[src/rtl/mdu_pkg.sv]
// Shared definitions for the multiply/divide unit: op codes, FSM states
// and a two's-complement helper.
package mdu_pkg;

  localparam logic [2:0] OP_MULT  = 3'd0;
  localparam logic [2:0] OP_MULTU = 3'd1;
  localparam logic [2:0] OP_DIV   = 3'd2;
  localparam logic [2:0] OP_DIVU  = 3'd3;
  localparam logic [2:0] OP_MTHI  = 3'd4;
  localparam logic [2:0] OP_MTLO  = 3'd5;

  typedef enum logic [1:0] {
    IDLE = 2'd0,
    RUN  = 2'd1,
    FIX  = 2'd2
  } mdu_state_e;

  // Wide enough for the 2W product at any supported DATA_WIDTH (up to 64);
  // callers zero-extend in and truncate out.
  localparam int NEG_W = 128;

  function automatic logic [NEG_W-1:0] neg(input logic [NEG_W-1:0] x);
    return ~x + NEG_W'(1);
  endfunction

endpackage

[src/rtl/mult_div_unit_if.sv]
// Request/response bundle between the EX stage and the multiply/divide unit.
interface mult_div_unit_if #(parameter int DATA_WIDTH = 32);
  logic                  start;
  logic [2:0]            op;
  logic [DATA_WIDTH-1:0] a;
  logic [DATA_WIDTH-1:0] b;
  logic                  flush;
  logic                  mf_access;
  logic                  busy;
  logic                  done;
  logic                  stall;
  logic [DATA_WIDTH-1:0] hi;
  logic [DATA_WIDTH-1:0] lo;

  modport master (output start, op, a, b, flush, mf_access,
                  input  busy, done, stall, hi, lo);
  modport slave  (input  start, op, a, b, flush, mf_access,
                  output busy, done, stall, hi, lo);
endinterface

[src/rtl/mdu_shift_core.sv]
// 2W-bit shift register shared by shift-add multiply and restoring divide.
// Multiply: {partial_product, multiplier}, shifts right.
// Divide:   {partial_remainder, dividend/quotient}, shifts left.
module mdu_shift_core #(
  parameter int DATA_WIDTH = 32
) (
  input  logic                    clk,
  input  logic                    reset,
  input  logic                    load_i,
  input  logic                    div_i,
  input  logic                    step_i,
  input  logic [DATA_WIDTH-1:0]   load_val_i,
  input  logic [DATA_WIDTH-1:0]   m_i,
  output logic [2*DATA_WIDTH-1:0] acc_o
);
  localparam int W = DATA_WIDTH;

  logic [2*W-1:0] acc_q, acc_d;
  logic [W-1:0]   m_q;
  logic           div_q;
  logic [W:0]     sum;
  logic [W:0]     shrem;
  logic           ge;
  logic [W-1:0]   newrem;

  // One iteration of either algorithm, or a fresh load.
  always_comb begin
    sum    = {1'b0, acc_q[2*W-1:W]} + (acc_q[0] ? {1'b0, m_q} : '0);
    shrem  = acc_q[2*W-1:W-1];
    ge     = (shrem >= {1'b0, m_q});
    newrem = ge ? W'(shrem - {1'b0, m_q}) : shrem[W-1:0];
    acc_d  = acc_q;
    if (load_i) begin
      acc_d = {{W{1'b0}}, load_val_i};
    end else if (step_i) begin
      acc_d = div_q ? {newrem, acc_q[W-2:0], ge} : {sum, acc_q[W-1:1]};
    end
  end

  // Accumulator, operand and mode registers.
  always_ff @(posedge clk) begin
    if (reset) begin
      acc_q <= '0;
      m_q   <= '0;
      div_q <= 1'b0;
    end else begin
      acc_q <= acc_d;
      if (load_i) begin
        m_q   <= m_i;
        div_q <= div_i;
      end
    end
  end

  assign acc_o = acc_q;
endmodule

[src/rtl/mult_div_unit.sv]
// Iterative multiply/divide unit with architectural HI/LO registers.
//   state | meaning
//   IDLE  | waiting; MTHI/MTLO write HI/LO directly
//   RUN   | W iterations of shift-add or restoring divide on magnitudes
//   FIX   | apply sign correction, write HI/LO, pulse done
module mult_div_unit
  import mdu_pkg::*;
#(
  parameter int DATA_WIDTH = 32
) (
  input logic            clk,
  input logic            reset,
  mult_div_unit_if.slave mdu
);
  localparam int W  = DATA_WIDTH;
  localparam int CW = $clog2(W) + 1;

  mdu_state_e     state_q, state_d;
  logic [CW-1:0]  cnt_q, cnt_d;
  logic [1:0]     op_q, op_d;
  logic           sa_q, sa_d, sb_q, sb_d;
  logic           done_q, done_d;
  logic [W-1:0]   hi_q, hi_d, lo_q, lo_d;
  logic [2*W-1:0] acc;

  logic           in_signed, in_div, accept, launch, a_neg, b_neg;
  logic [W-1:0]   a_mag, b_mag;
  logic [W-1:0]   res_hi, res_lo;

  assign in_signed = (mdu.op == OP_MULT) || (mdu.op == OP_DIV);
  assign in_div    = (mdu.op == OP_DIV)  || (mdu.op == OP_DIVU);
  assign accept    = (state_q == IDLE) && mdu.start && !mdu.flush;
  assign launch    = accept && !mdu.op[2];
  assign a_neg     = in_signed && mdu.a[W-1];
  assign b_neg     = in_signed && mdu.b[W-1];
  assign a_mag     = a_neg ? W'(neg(NEG_W'(mdu.a))) : mdu.a;
  assign b_mag     = b_neg ? W'(neg(NEG_W'(mdu.b))) : mdu.b;

  mdu_shift_core #(.DATA_WIDTH(W)) u_core (
    .clk        (clk),
    .reset      (reset),
    .load_i     (launch),
    .div_i      (in_div),
    .step_i     ((state_q == RUN) && !mdu.flush),
    .load_val_i (in_div ? a_mag : b_mag),
    .m_i        (in_div ? b_mag : a_mag),
    .acc_o      (acc)
  );

  // Sign correction of the magnitude result; sa/sb are zero for unsigned ops.
  always_comb begin
    if (op_q[1]) begin
      res_hi = sa_q ? W'(neg(NEG_W'(acc[2*W-1:W]))) : acc[2*W-1:W];
      res_lo = (sa_q ^ sb_q) ? W'(neg(NEG_W'(acc[W-1:0]))) : acc[W-1:0];
    end else begin
      {res_hi, res_lo} = (sa_q ^ sb_q) ? (2*W)'(neg(NEG_W'(acc))) : acc;
    end
  end

  // Next state, iteration counter and operation latch.
  always_comb begin
    state_d = state_q;
    cnt_d   = cnt_q;
    op_d    = op_q;
    sa_d    = sa_q;
    sb_d    = sb_q;
    done_d  = 1'b0;
    case (state_q)
      IDLE: if (launch) begin
        state_d = RUN;
        cnt_d   = '0;
        op_d    = mdu.op[1:0];
        sa_d    = a_neg;
        sb_d    = b_neg;
      end
      RUN: begin
        if (mdu.flush)                  state_d = IDLE;
        else if (cnt_q == CW'(W - 1))   state_d = FIX;
        else                            cnt_d   = cnt_q + CW'(1);
      end
      FIX: begin
        state_d = IDLE;
        done_d  = !mdu.flush;
      end
      default: state_d = IDLE;
    endcase
  end

  // HI/LO writes from MTHI/MTLO or a completed operation.
  always_comb begin
    hi_d = hi_q;
    lo_d = lo_q;
    if (accept && mdu.op == OP_MTHI) hi_d = mdu.a;
    if (accept && mdu.op == OP_MTLO) lo_d = mdu.a;
    if (state_q == FIX && !mdu.flush) begin
      hi_d = res_hi;
      lo_d = res_lo;
    end
  end

  // State and architectural registers.
  always_ff @(posedge clk) begin
    if (reset) begin
      state_q <= IDLE;
      cnt_q   <= '0;
      op_q    <= '0;
      sa_q    <= 1'b0;
      sb_q    <= 1'b0;
      done_q  <= 1'b0;
      hi_q    <= '0;
      lo_q    <= '0;
    end else begin
      state_q <= state_d;
      cnt_q   <= cnt_d;
      op_q    <= op_d;
      sa_q    <= sa_d;
      sb_q    <= sb_d;
      done_q  <= done_d;
      hi_q    <= hi_d;
      lo_q    <= lo_d;
    end
  end

  assign mdu.busy  = (state_q != IDLE);
  assign mdu.done  = done_q;
  assign mdu.stall = mdu.busy && (mdu.mf_access || mdu.start);
  assign mdu.hi    = hi_q;
  assign mdu.lo    = lo_q;
endmodule

[src/flat_wrapper.sv]
// flat-port wrapper written by rule: the top's interface ports become plain ports
module mult_div_unit_flat import mdu_pkg::*;
#(
  parameter int DATA_WIDTH = 32
)
  (clk, reset, mdu_start, mdu_op, mdu_a, mdu_b, mdu_flush, mdu_mf_access, mdu_busy, mdu_done, mdu_stall, mdu_hi, mdu_lo);
  mult_div_unit_if #(.DATA_WIDTH(DATA_WIDTH)) mdu_i ();
  input logic clk;
  input logic reset;
  input wire logic [$bits(mdu_i.start)-1:0] mdu_start;
  input wire logic [$bits(mdu_i.op)-1:0] mdu_op;
  input wire logic [$bits(mdu_i.a)-1:0] mdu_a;
  input wire logic [$bits(mdu_i.b)-1:0] mdu_b;
  input wire logic [$bits(mdu_i.flush)-1:0] mdu_flush;
  input wire logic [$bits(mdu_i.mf_access)-1:0] mdu_mf_access;
  output wire logic [$bits(mdu_i.busy)-1:0] mdu_busy;
  output wire logic [$bits(mdu_i.done)-1:0] mdu_done;
  output wire logic [$bits(mdu_i.stall)-1:0] mdu_stall;
  output wire logic [$bits(mdu_i.hi)-1:0] mdu_hi;
  output wire logic [$bits(mdu_i.lo)-1:0] mdu_lo;
  assign mdu_i.start = mdu_start;
  assign mdu_i.op = mdu_op;
  assign mdu_i.a = mdu_a;
  assign mdu_i.b = mdu_b;
  assign mdu_i.flush = mdu_flush;
  assign mdu_i.mf_access = mdu_mf_access;
  assign mdu_busy = mdu_i.busy;
  assign mdu_done = mdu_i.done;
  assign mdu_stall = mdu_i.stall;
  assign mdu_hi = mdu_i.hi;
  assign mdu_lo = mdu_i.lo;
  mult_div_unit #(.DATA_WIDTH(DATA_WIDTH)) u_core (.clk(clk), .reset(reset), .mdu(mdu_i));
endmodule
[config.mk]
export PLATFORM = sky130hd
export DESIGN_NAME = mult_div_unit_flat
export DESIGN_NICKNAME = d
export VERILOG_FILES = /design/src/rtl/mdu_pkg.sv /design/src/rtl/mult_div_unit_if.sv /design/src/rtl/mdu_shift_core.sv /design/src/rtl/mult_div_unit.sv /design/src/flat_wrapper.sv
export SDC_FILE = /design/constraint.sdc
export NUM_CORES = 1
export LEC_CHECK = 0
export BUFFER_PORTS_ARGS = -buffer_cell sky130_fd_sc_hd__buf_2
export CELL_PAD_IN_SITES_DETAIL_PLACEMENT = 1
export CELL_PAD_IN_SITES_GLOBAL_PLACEMENT = 1
export CORE_UTILIZATION = 46
export DETAILED_ROUTE_END_ITERATION = 16
export GPL_TIMING_DRIVEN = 1
export PLACE_DENSITY_LB_ADDON = 0.2
export SLEW_MARGIN = 5
export SYNTH_ARGS = -nofsm -noshare
export SYNTH_HDL_FRONTEND = slang
export SYNTH_HIERARCHICAL = 1
export SYNTH_SLANG_ARGS = --single-unit
[constraint.sdc]
create_clock -name clk -period 3.81 [get_ports clk]
set_clock_uncertainty 0.1 [all_clocks]
set_input_delay 1.143 -clock clk [delete_from_list [all_inputs] [get_ports clk]]
set_output_delay 1.143 -clock clk [all_outputs]
set_load 0.05 [all_outputs]
======== Word-level counts from Yosys, hierarchy flattened ========
Index checks and enable logic that the tools add are counted.
storage, ports and cells
  register bits ........................... 174
  input port bits ......................... 72
  output and inout port bits .............. 67
  word-level logic and storage cells ...... 92
cells by class
  $add $sub $neg .......................... 8
  $lt $le $gt $ge ......................... 1
  eq/ne operators ......................... 11
  multiplexer cells ....................... 26
  bitwise operators ....................... 7
  reductions and logical operators ........ 27
operators with widths
  operator                                             count
  2-to-1 mux 32 bit                                    16
  adder 32 x 1 -> 32 bit, second input constant        4
  2-to-1 mux 64 bit                                    2
  NOT 32 bit                                           4
  adder 64 x 1 -> 64 bit, second input constant        1
  NOT 64 bit                                           1
  adder 32 x 32 -> 33 bit                              1
  greater-or-equal comparator 33 x 32 -> 1 bit         1
  subtractor 32 bit                                    1
  2-to-1 mux 6 bit                                     3
  one-hot mux 6 bit (2 select lines)                   1
  logical AND 1 bit                                    10
  nonzero test 2 bit                                   5
  adder 6 x 1 -> 6 bit, second input constant          1
  equality test 3 x 2 -> 1 bit, second input constant  2
  equality test 3 bit, second input constant           2
  equality test 6 x 5 -> 1 bit, second input constant  1
  2-to-1 mux 2 bit                                     3
  inequality test 2 bit, second input constant         2
  one-hot mux 2 bit (2 select lines)                   1
  AND reduction 2 bit                                  2
  AND reduction 4 bit                                  1
  OR reduction 2 bit                                   2
  logical NOT 3 bit                                    1
  9 further kinds                                      12

======== Logic depth before layout (Yosys ltp) ========
Gate-level depths: netlist of the first run.
  depth after elaboration ................. 6
  depth in mapped cells ................... 14
  depth with buffers taken out ............ 12

======== Modules after synthesis ========
The synthesis of the first run kept the hierarchy.
by module, submodules not included
  module          times used  cells an instance  area each (um^2)  seq. area each (um^2)
  mdu_shift_core  1           1072               8290.5            1941.9
  mult_div_unit   1           1005               7537.2            1521.5

======== Worst setup path before layout of the first run ========
Ideal clock, no wire load.
  path kind ............................... input -> register
  start point ............................. input mdu_a[4]
  end point ............................... register u_core.u_core.acc_q[25] (netlist: u_core/u_core/acc_o[25])
  setup time .............................. 128 ps
  arrival ................................. 3092 ps
  data required time ...................... 3582 ps
  setup slack ............................. 490 ps
  stages .................................. 9
  buffers on the path ..................... 1
  path through ............................ clkbuf_1 or4_1 nor3_1 nand4_1 o31ai_1 xor2_1 mux2i_1 a21oi_1 nor2_1
on the way
  longest elaborated chain between the ends .. 5
RTL lines
  item                    line                  text
  from (decl)             flat_wrapper.sv:12    input wire logic [$bits(mdu_i.a)-1:0] mdu_a;
  NOT 32 bit              mdu_pkg.sv:23         return ~x + NEG_W'(1);
  adder 32 x 1 -> 32 bit  mdu_pkg.sv:23
  2-to-1 mux 32 bit       mult_div_unit.sv:36   assign a_mag = a_neg ? W'(neg(NEG_W'(mdu.a))) : mdu.a;
  2-to-1 mux 32 bit       mult_div_unit.sv:45   .load_val_i (in_div ? a_mag : b_mag),
  2-to-1 mux 32 bit       mdu_shift_core.sv:33  if (load_i) begin
  to (signal assigned)    mdu_shift_core.sv:43  acc_q <= '0;
  to (signal assigned)    mdu_shift_core.sv:47  acc_q <= acc_d;
  to (decl)               mdu_shift_core.sv:18  logic [2*W-1:0] acc_q, acc_d;
Every way passes these cells.
A chain may end at the register's enable or synchronous reset.

======== Worst setup path in the final report of the first run ========
  start point ............................. register u_core.u_core.m_q[9]
  end point ............................... register u_core.u_core.acc_q[38] (netlist: u_core/u_core/acc_o[38])
on the way
  longest elaborated chain between the ends .. 3
RTL lines
  item                                          line                  text
  from (decl)                                   mdu_shift_core.sv:19  logic [W-1:0] m_q;
  from (signal assigned)                        mdu_shift_core.sv:49  m_q <= m_i;
  greater-or-equal comparator 33 x 32 -> 1 bit  mdu_shift_core.sv:30  ge = (shrem >= {1'b0, m_q});
  2-to-1 mux 32 bit                             mdu_shift_core.sv:31  newrem = ge ? W'(shrem - {1'b0, m_q}) : shrem[W-1:0];
  2-to-1 mux 64 bit                             mdu_shift_core.sv:36  acc_d = div_q ? {newrem, acc_q[W-2:0], ge} : {sum, acc_q[W-1:1]};
Every way passes these cells.

==> impl_metrics.ini, run 1 <==
[floorplan]
core_area_sq_um = 33700
start_util = 0.470
dieArea_sq_um = 35200
fp.dieW_microns = 187
die_h_microns = 187
rows = 67
pin_count = 139

[timing]
setup_viol = 0
final.period_utilization = 0.936
rsz0062_at_grt = no
drv_slew = 0
worst_pin_slew_ps = 1160
post-route-min-period_ps = 3570
relSlewSlack = 0.223
fmax_ghz = 0.280
setup-tns-final_ps = 0
hold_viol = 0

[synthesis]
ys_warn_count = 6
async_flop_share = 0
syn-cell-area_sq_um = 15800
ys_seq_area_frac = 0.219
post_synth.cell_area_avg_sq_um = 7.62
synth_top_cell_area_share = 0.219
syn-instance-count = 2077
yosys_most_used_dff = dfxtp_1
syn-num-nets = 2220
ys_ff_latch = 173
synth.distinct_cells = 99
synth_top_area_cell = dfxtp_1
synth_edf_count = 0
synthTopCellsByArea = dfxtp_1, mux2i_1, a21oi_1, ha_1, nor2_1

[power]
switching_share = 0.385
fin_total_pwr_w = 0.00562
clkPwrFrac = 0.319
leakage_nw = 7.44
pwr-share-seq = 0.347
power_density_nw_per_um2 = 310
p_int_w = 0.00346
p_comb_frac = 0.334
switching_power_w = 0.00217
peakVddDrop_v = 0.000333

[clocking]
cts_made_buffers = 17
clk_pin_slew_ps = 80
cts.sinks = 173
cts_hold_buf = 0
cts_tree = done
clk_latency_ps = 470
cts_root_buf = clkbuf_16
clk_path_buf_depth = 2
ctsHtreeMaxLevel = 4

[routing]
dr.pass1.iters = 5
drtIter0Drc = 1701
wl_mm = 73.3
antenna_left = 0
via_count = 17800
route.detailed.drc = 0
vias_per_cell = 6.64
routedWlPerCell_microns = 27.4

[finish]
areaGrowthSynthToFinish_pct = 14.6
diodes = 0
layout_commonest_cell = nor2_1
nets = 2360
drive_gt1_frac = 0.163
final_cell_mix = nor2_1, a21oi_1, dfxtp_1, buf_2, mux2i_1

[global_routing]
antenna_found_initial = 0
grt_pass1_wl_mm = 110
grt_overflow = 0
grt_pass1_vias = 17900
grt_max_degree = 98
track_usage = 0.411

[setup_path]
cp-start-kind = flop
cp.arrival_ps = 3810
required_ps = 4050
crit_fanout = 14
path_class = flop to flop
setup.worst_path.end_class = flop

[hold_path]
worstHoldPathType = flop to flop

[place]
numPortBuffers = 138
place_hpwl_mm = 56.6
routabilityCongestion = 1.02

[run]
maxCapViolations = 0

[status]
status = complete, no violations
[critical path: stages, from the launching register on]
cell and delay [ps]:
dfxtp_1 500, inv_1 80, ha_1 460, nand2_1 120, or4_4 520, a31oi_4 300, o21ai_2 120, a21oi_4 250
o21ai_4 180, buf_12 200, mux2_4 310, a211oi_2 220, nor3_1 70
[power by group through the flow]
stage | Combinational [W] | Clock, W | Sequential [W]
6_report | 0.00188 | 0.00179 | 0.00195
5_1_grt | 0.00197 | 0.00188 | 0.00195
4_1_cts | 0.00183 | 0.00182 | 0.00194
3_5_place_dp | 0.00181 | 0 | 0.00199
3_3_place_gp | 0.00178 | 0 | 0.00198
2_1_floorplan | 0.00116 | 0 | 0.00197
[flip-flops by register name, summed over array words and instances, names as in the netlist, 2 cells and up]
| register | flops |
|---|---|
| u_core/u_core/acc_o | 64 |
| u_core/state_q | 2 |
| u_core/mdu.lo | 32 |
| u_core/cnt_q | 6 |
| u_core/mdu.hi | 32 |
| u_core/u_core/m_q | 32 |
[cell usage after synthesis (9+ instances only)]
master,number
nor2_1,217
a21oi_1,192
dfxtp_1,173
mux2i_1,136
nand2_1,109
clkbuf_1,102
o21ai_0,93
xnor2_1,88
xor2_1,73
ha_1,69
inv_1,68
and2_1,53
a211oi_1,47
a22oi_1,45
nor3_1,43
nand3_1,40
nor4_1,36
and3_1,33
nand4_1,32
a31oi_1,31
o22ai_1,31
a21o_1,27
o31ai_1,23
or3_1,22
or4_1,20
buf_1,16
mux2_2,16
nor2b_1,15
o211ai_1,14
nand2b_1,12
o21a_1,11
buf_2,10
o21bai_1,9
[routing by layer]
layer / routed length (microns) / up-vias / share of wire / GRT usage
met1: 31000 / 8784 / 0.42 / 0.535
met3: 5950 / 194 / 0.081 / 0.0754
met4: 4030 / 0 / 0.055 / 0.225
met5: 0 / - / 0 / 0
met2: 32400 / 849 / 0.44 / 0.641
li1: - / 7963 / - / -
[stage by stage]
stage / hold slack (ps) / setup WS (ps) / cells / util / instance area [sq um]
detailed placement: 353 / 68.9 / 2646 / 0.521 / 17600
global placement: 339 / 219 / 2646 / 0.521 / 17600
floorplan: 361 / 490 / 2077 / - / 15800
global route: 379 / 24.0 / 2678 / 0.538 / 18100
finish: 362 / 244 / 2678 / 0.538 / 18100
CTS: 361 / 61.6 / 2678 / 0.538 / 18100
[kinds of logic (layout without fill, tap and decap cells)]
logic type | Yosys count | in the layout | share of synthesized area
flip-flops | 173 | 173 | 0.219
XOR/XNOR | 161 | 161 | 0.0891
buffers and inverters | 204 | 357 | 0.0519
multiplexers | 153 | 153 | 0.0983
AO/OA/AOI/OAI | 622 | 622 | 0.257
AND/OR/NAND/NOR | 693 | 693 | 0.228
adder cells (fa/ha/maj) | 71 | 71 | 0.0571
[what timing repair did]
| item | 4_1_cts | 5_1_grt |
|---|---|---|
| buffers inserted | 0 | 0 |
| resized for setup | 0 | 1 |
| endpoints found under the setup margin | 0 | 5 |
[cell type report]
type | count | area, sq um
Timing Repair Buffer | 256 | 1680
Tap cell | 448 | 561
Fill cell | 4290 | 15600
Clock inverter | 14 | 148
Clock buffer | 18 | 439
Sequential cell | 173 | 3470
Multi-Input combinational cell | 1700 | 11600
Inverter | 69 | 260
[worst paths after layout]
| path | from | endpoint | slack (ps) | cells past startpoint |
|---|---|---|---|---|
| worst min register to register | u_core/mdu.lo[3] | u_core/mdu.lo[3] | 360 | 2 |
| worst max-delay path | u_core/u_core/m_q[9] | u_core/u_core/acc_o[38] | 240 | 12 |
| worst min-delay path | u_core/mdu.lo[3] | u_core/mdu.lo[3] | 360 | 2 |
| worst max register to register | u_core/u_core/m_q[9] | u_core/u_core/acc_o[38] | 240 | 12 |
(Power assumes the default switching activity.)
==> inputs of run 2 (changes only) <==
--- a/config.mk
+++ b/config.mk
@@ -8,7 +8,7 @@
 export BUFFER_PORTS_ARGS = -buffer_cell sky130_fd_sc_hd__buf_2
 export CELL_PAD_IN_SITES_DETAIL_PLACEMENT = 1
 export CELL_PAD_IN_SITES_GLOBAL_PLACEMENT = 1
-export CORE_UTILIZATION = 46
+export CORE_UTILIZATION = 41
 export DETAILED_ROUTE_END_ITERATION = 16
 export GPL_TIMING_DRIVEN = 1
 export PLACE_DENSITY_LB_ADDON = 0.2
==> constraint.sdc (replaced) <==
create_clock -name clk -period 3.2 [get_ports clk]
set_clock_uncertainty 0.1 [all_clocks]
set_input_delay 0.96 -clock clk [delete_from_list [all_inputs] [get_ports clk]]
set_output_delay 0.96 -clock clk [all_outputs]
set_load 0.05 [all_outputs]
==> run 2 against run 1 <==
Combinational power is 38% higher. Critical path type unchanged. Die area rose by 12%. Sequential share of layout area down 1.5 points. Non-clock buffer count increased by 186. Largest cell class unchanged. Largest power group is now combinational logic. Fmax is 12% higher. Worst hold slack worse by 2.0 ps.
==> impl_metrics.ini, run 2 (synthesized netlist as in run 1, its figures left out) <==
[status]
status = complete, no violations

[setup_path]
setup.worst_path.end_class = flop
required_ps = 3440
path_class = flop to flop
cp-start-kind = flop
cp.arrival_ps = 3420
crit_fanout = 8

[finish]
layout_commonest_cell = buf_4
drive_gt1_frac = 0.248
final_cell_mix = buf_4, nor2_1, a21oi_1, dfxtp_1, buf_2
fin_area_sq_um = 19900
areaGrowthSynthToFinish_pct = 25.8
largest_reg_flops = 64
nets = 2546
final_util = 0.526
diodes = 0

[place]
place_hpwl_mm = 61.5
numPortBuffers = 138
routabilityCongestion = 1.00
placed_area_sq_um = 19000
place_ws_ps = -234

[timing]
setup_viol = 0
relSlewSlack = 0.384
setup-tns-final_ps = 0
hold_viol = 0
drv_slew = 0
final.period_utilization = 0.993
worst_pin_slew_ps = 922
hold_slack_ps = 360
rsz0062_at_grt = yes
fmax_ghz = 0.315
setup_ws_ps = 21.7
post-route-min-period_ps = 3180

[power]
peakVddDrop_v = 0.000406
leakage_nw = 8.38
power_density_nw_per_um2 = 350

[global_routing]
track_usage = 0.388
antenna_found_initial = 1
grt_overflow = 0
grt_pass1_wl_mm = 113
grt_pass1_vias = 18300
grt_max_degree = 69

[routing]
dr.pass1.iters = 5
wl_mm = 78.9
antenna_left = 0
vias_per_cell = 6.35
route.detailed.drc = 0
routedWlPerCell_microns = 27.0
via_count = 18600
drtIter0Drc = 1809

[clocking]
cts_hold_buf = 0
clk_path_buf_depth = 2
cts_root_buf = clkbuf_16
cts_made_buffers = 17
cts_tree = done
clk_latency_ps = 470
clk_pin_slew_ps = 80
cts.sinks = 173
ctsHtreeMaxLevel = 4

[run]
maxCapViolations = 0

[floorplan]
pin_count = 139
dieArea_sq_um = 39400
core_area_sq_um = 37800
fp.dieW_microns = 198
rows = 71
start_util = 0.418
die_h_microns = 198

[hold_path]
worstHoldPathType = flop to flop
-- run 2: what timing repair did --
action | CTS | global route
endpoints found under the setup margin | 31 | 31
setup buffers | 4 | 3
gates resized for setup | 19 | 63
cloned | 0 | 1
pin swaps | 8 | 19
-- run 2: layout make-up --
type / count / area [sq um]
Clock buffer: 18 / 439
Clock inverter: 14 / 108
Inverter: 69 / 260
Fill cell: 4748 / 17900
Tap cell: 511 / 639
Timing Repair Buffer: 442 / 3120
Sequential cell: 173 / 3500
Multi-Input combinational cell: 1700 / 11800
-- run 2: path summary, 6_finish.rpt --
kind / startpoint / cells after the start / slack (ps) / endpoint
worst min-delay path: u_core/mdu.lo[3] / 2 / 360 / u_core/mdu.lo[3]
worst max register to register: u_core/u_core/m_q[10] / 12 / 20 / u_core/u_core/acc_o[42]
worst min register to register: u_core/mdu.lo[3] / 2 / 360 / u_core/mdu.lo[3]
worst max-delay path: u_core/u_core/m_q[10] / 12 / 20 / u_core/u_core/acc_o[42]
-- run 2: worst max-delay path: stages, from the launching register on --
cell and delay [ps]:
dfxtp_2 400, inv_1 90, ha_4 310, nand2_1 100, or4_4 550, a31oi_4 270
o21ai_2 120, a21oi_4 200, o21ai_4 150, buf_12 190, mux2_2 290, a21oi_1 180
a211oi_1 90
-- run 2: through the flow --
| step | total power, W | cells |
|---|---|---|
| after floorplan | 0.00373 | 2077 |
| after CTS | 0.00683 | 2923 |
| final | 0.00697 | 2927 |
| after global routing | 0.00718 | 2927 |
| after detailed placement | 0.00474 | 2887 |
| after global placement | 0.00469 | 2887 |
-- run 2: where the power goes --
part           switching [W]  internal, W
registers          0.0000978      0.00221
clock network        0.00105      0.00103
logic                0.00151      0.00108
total                0.00266      0.00431
-- run 2: metal layers --
| metal | share of wire | routed length [microns] | GRT usage |
|---|---|---|---|
| met2 | 0.45 | 35100 | 0.609 |
| met4 | 0.058 | 4600 | 0.223 |
| met3 | 0.075 | 5960 | 0.0576 |
| met5 | 0.00018 | 14 | 0 |
| met1 | 0.42 | 33200 | 0.505 |
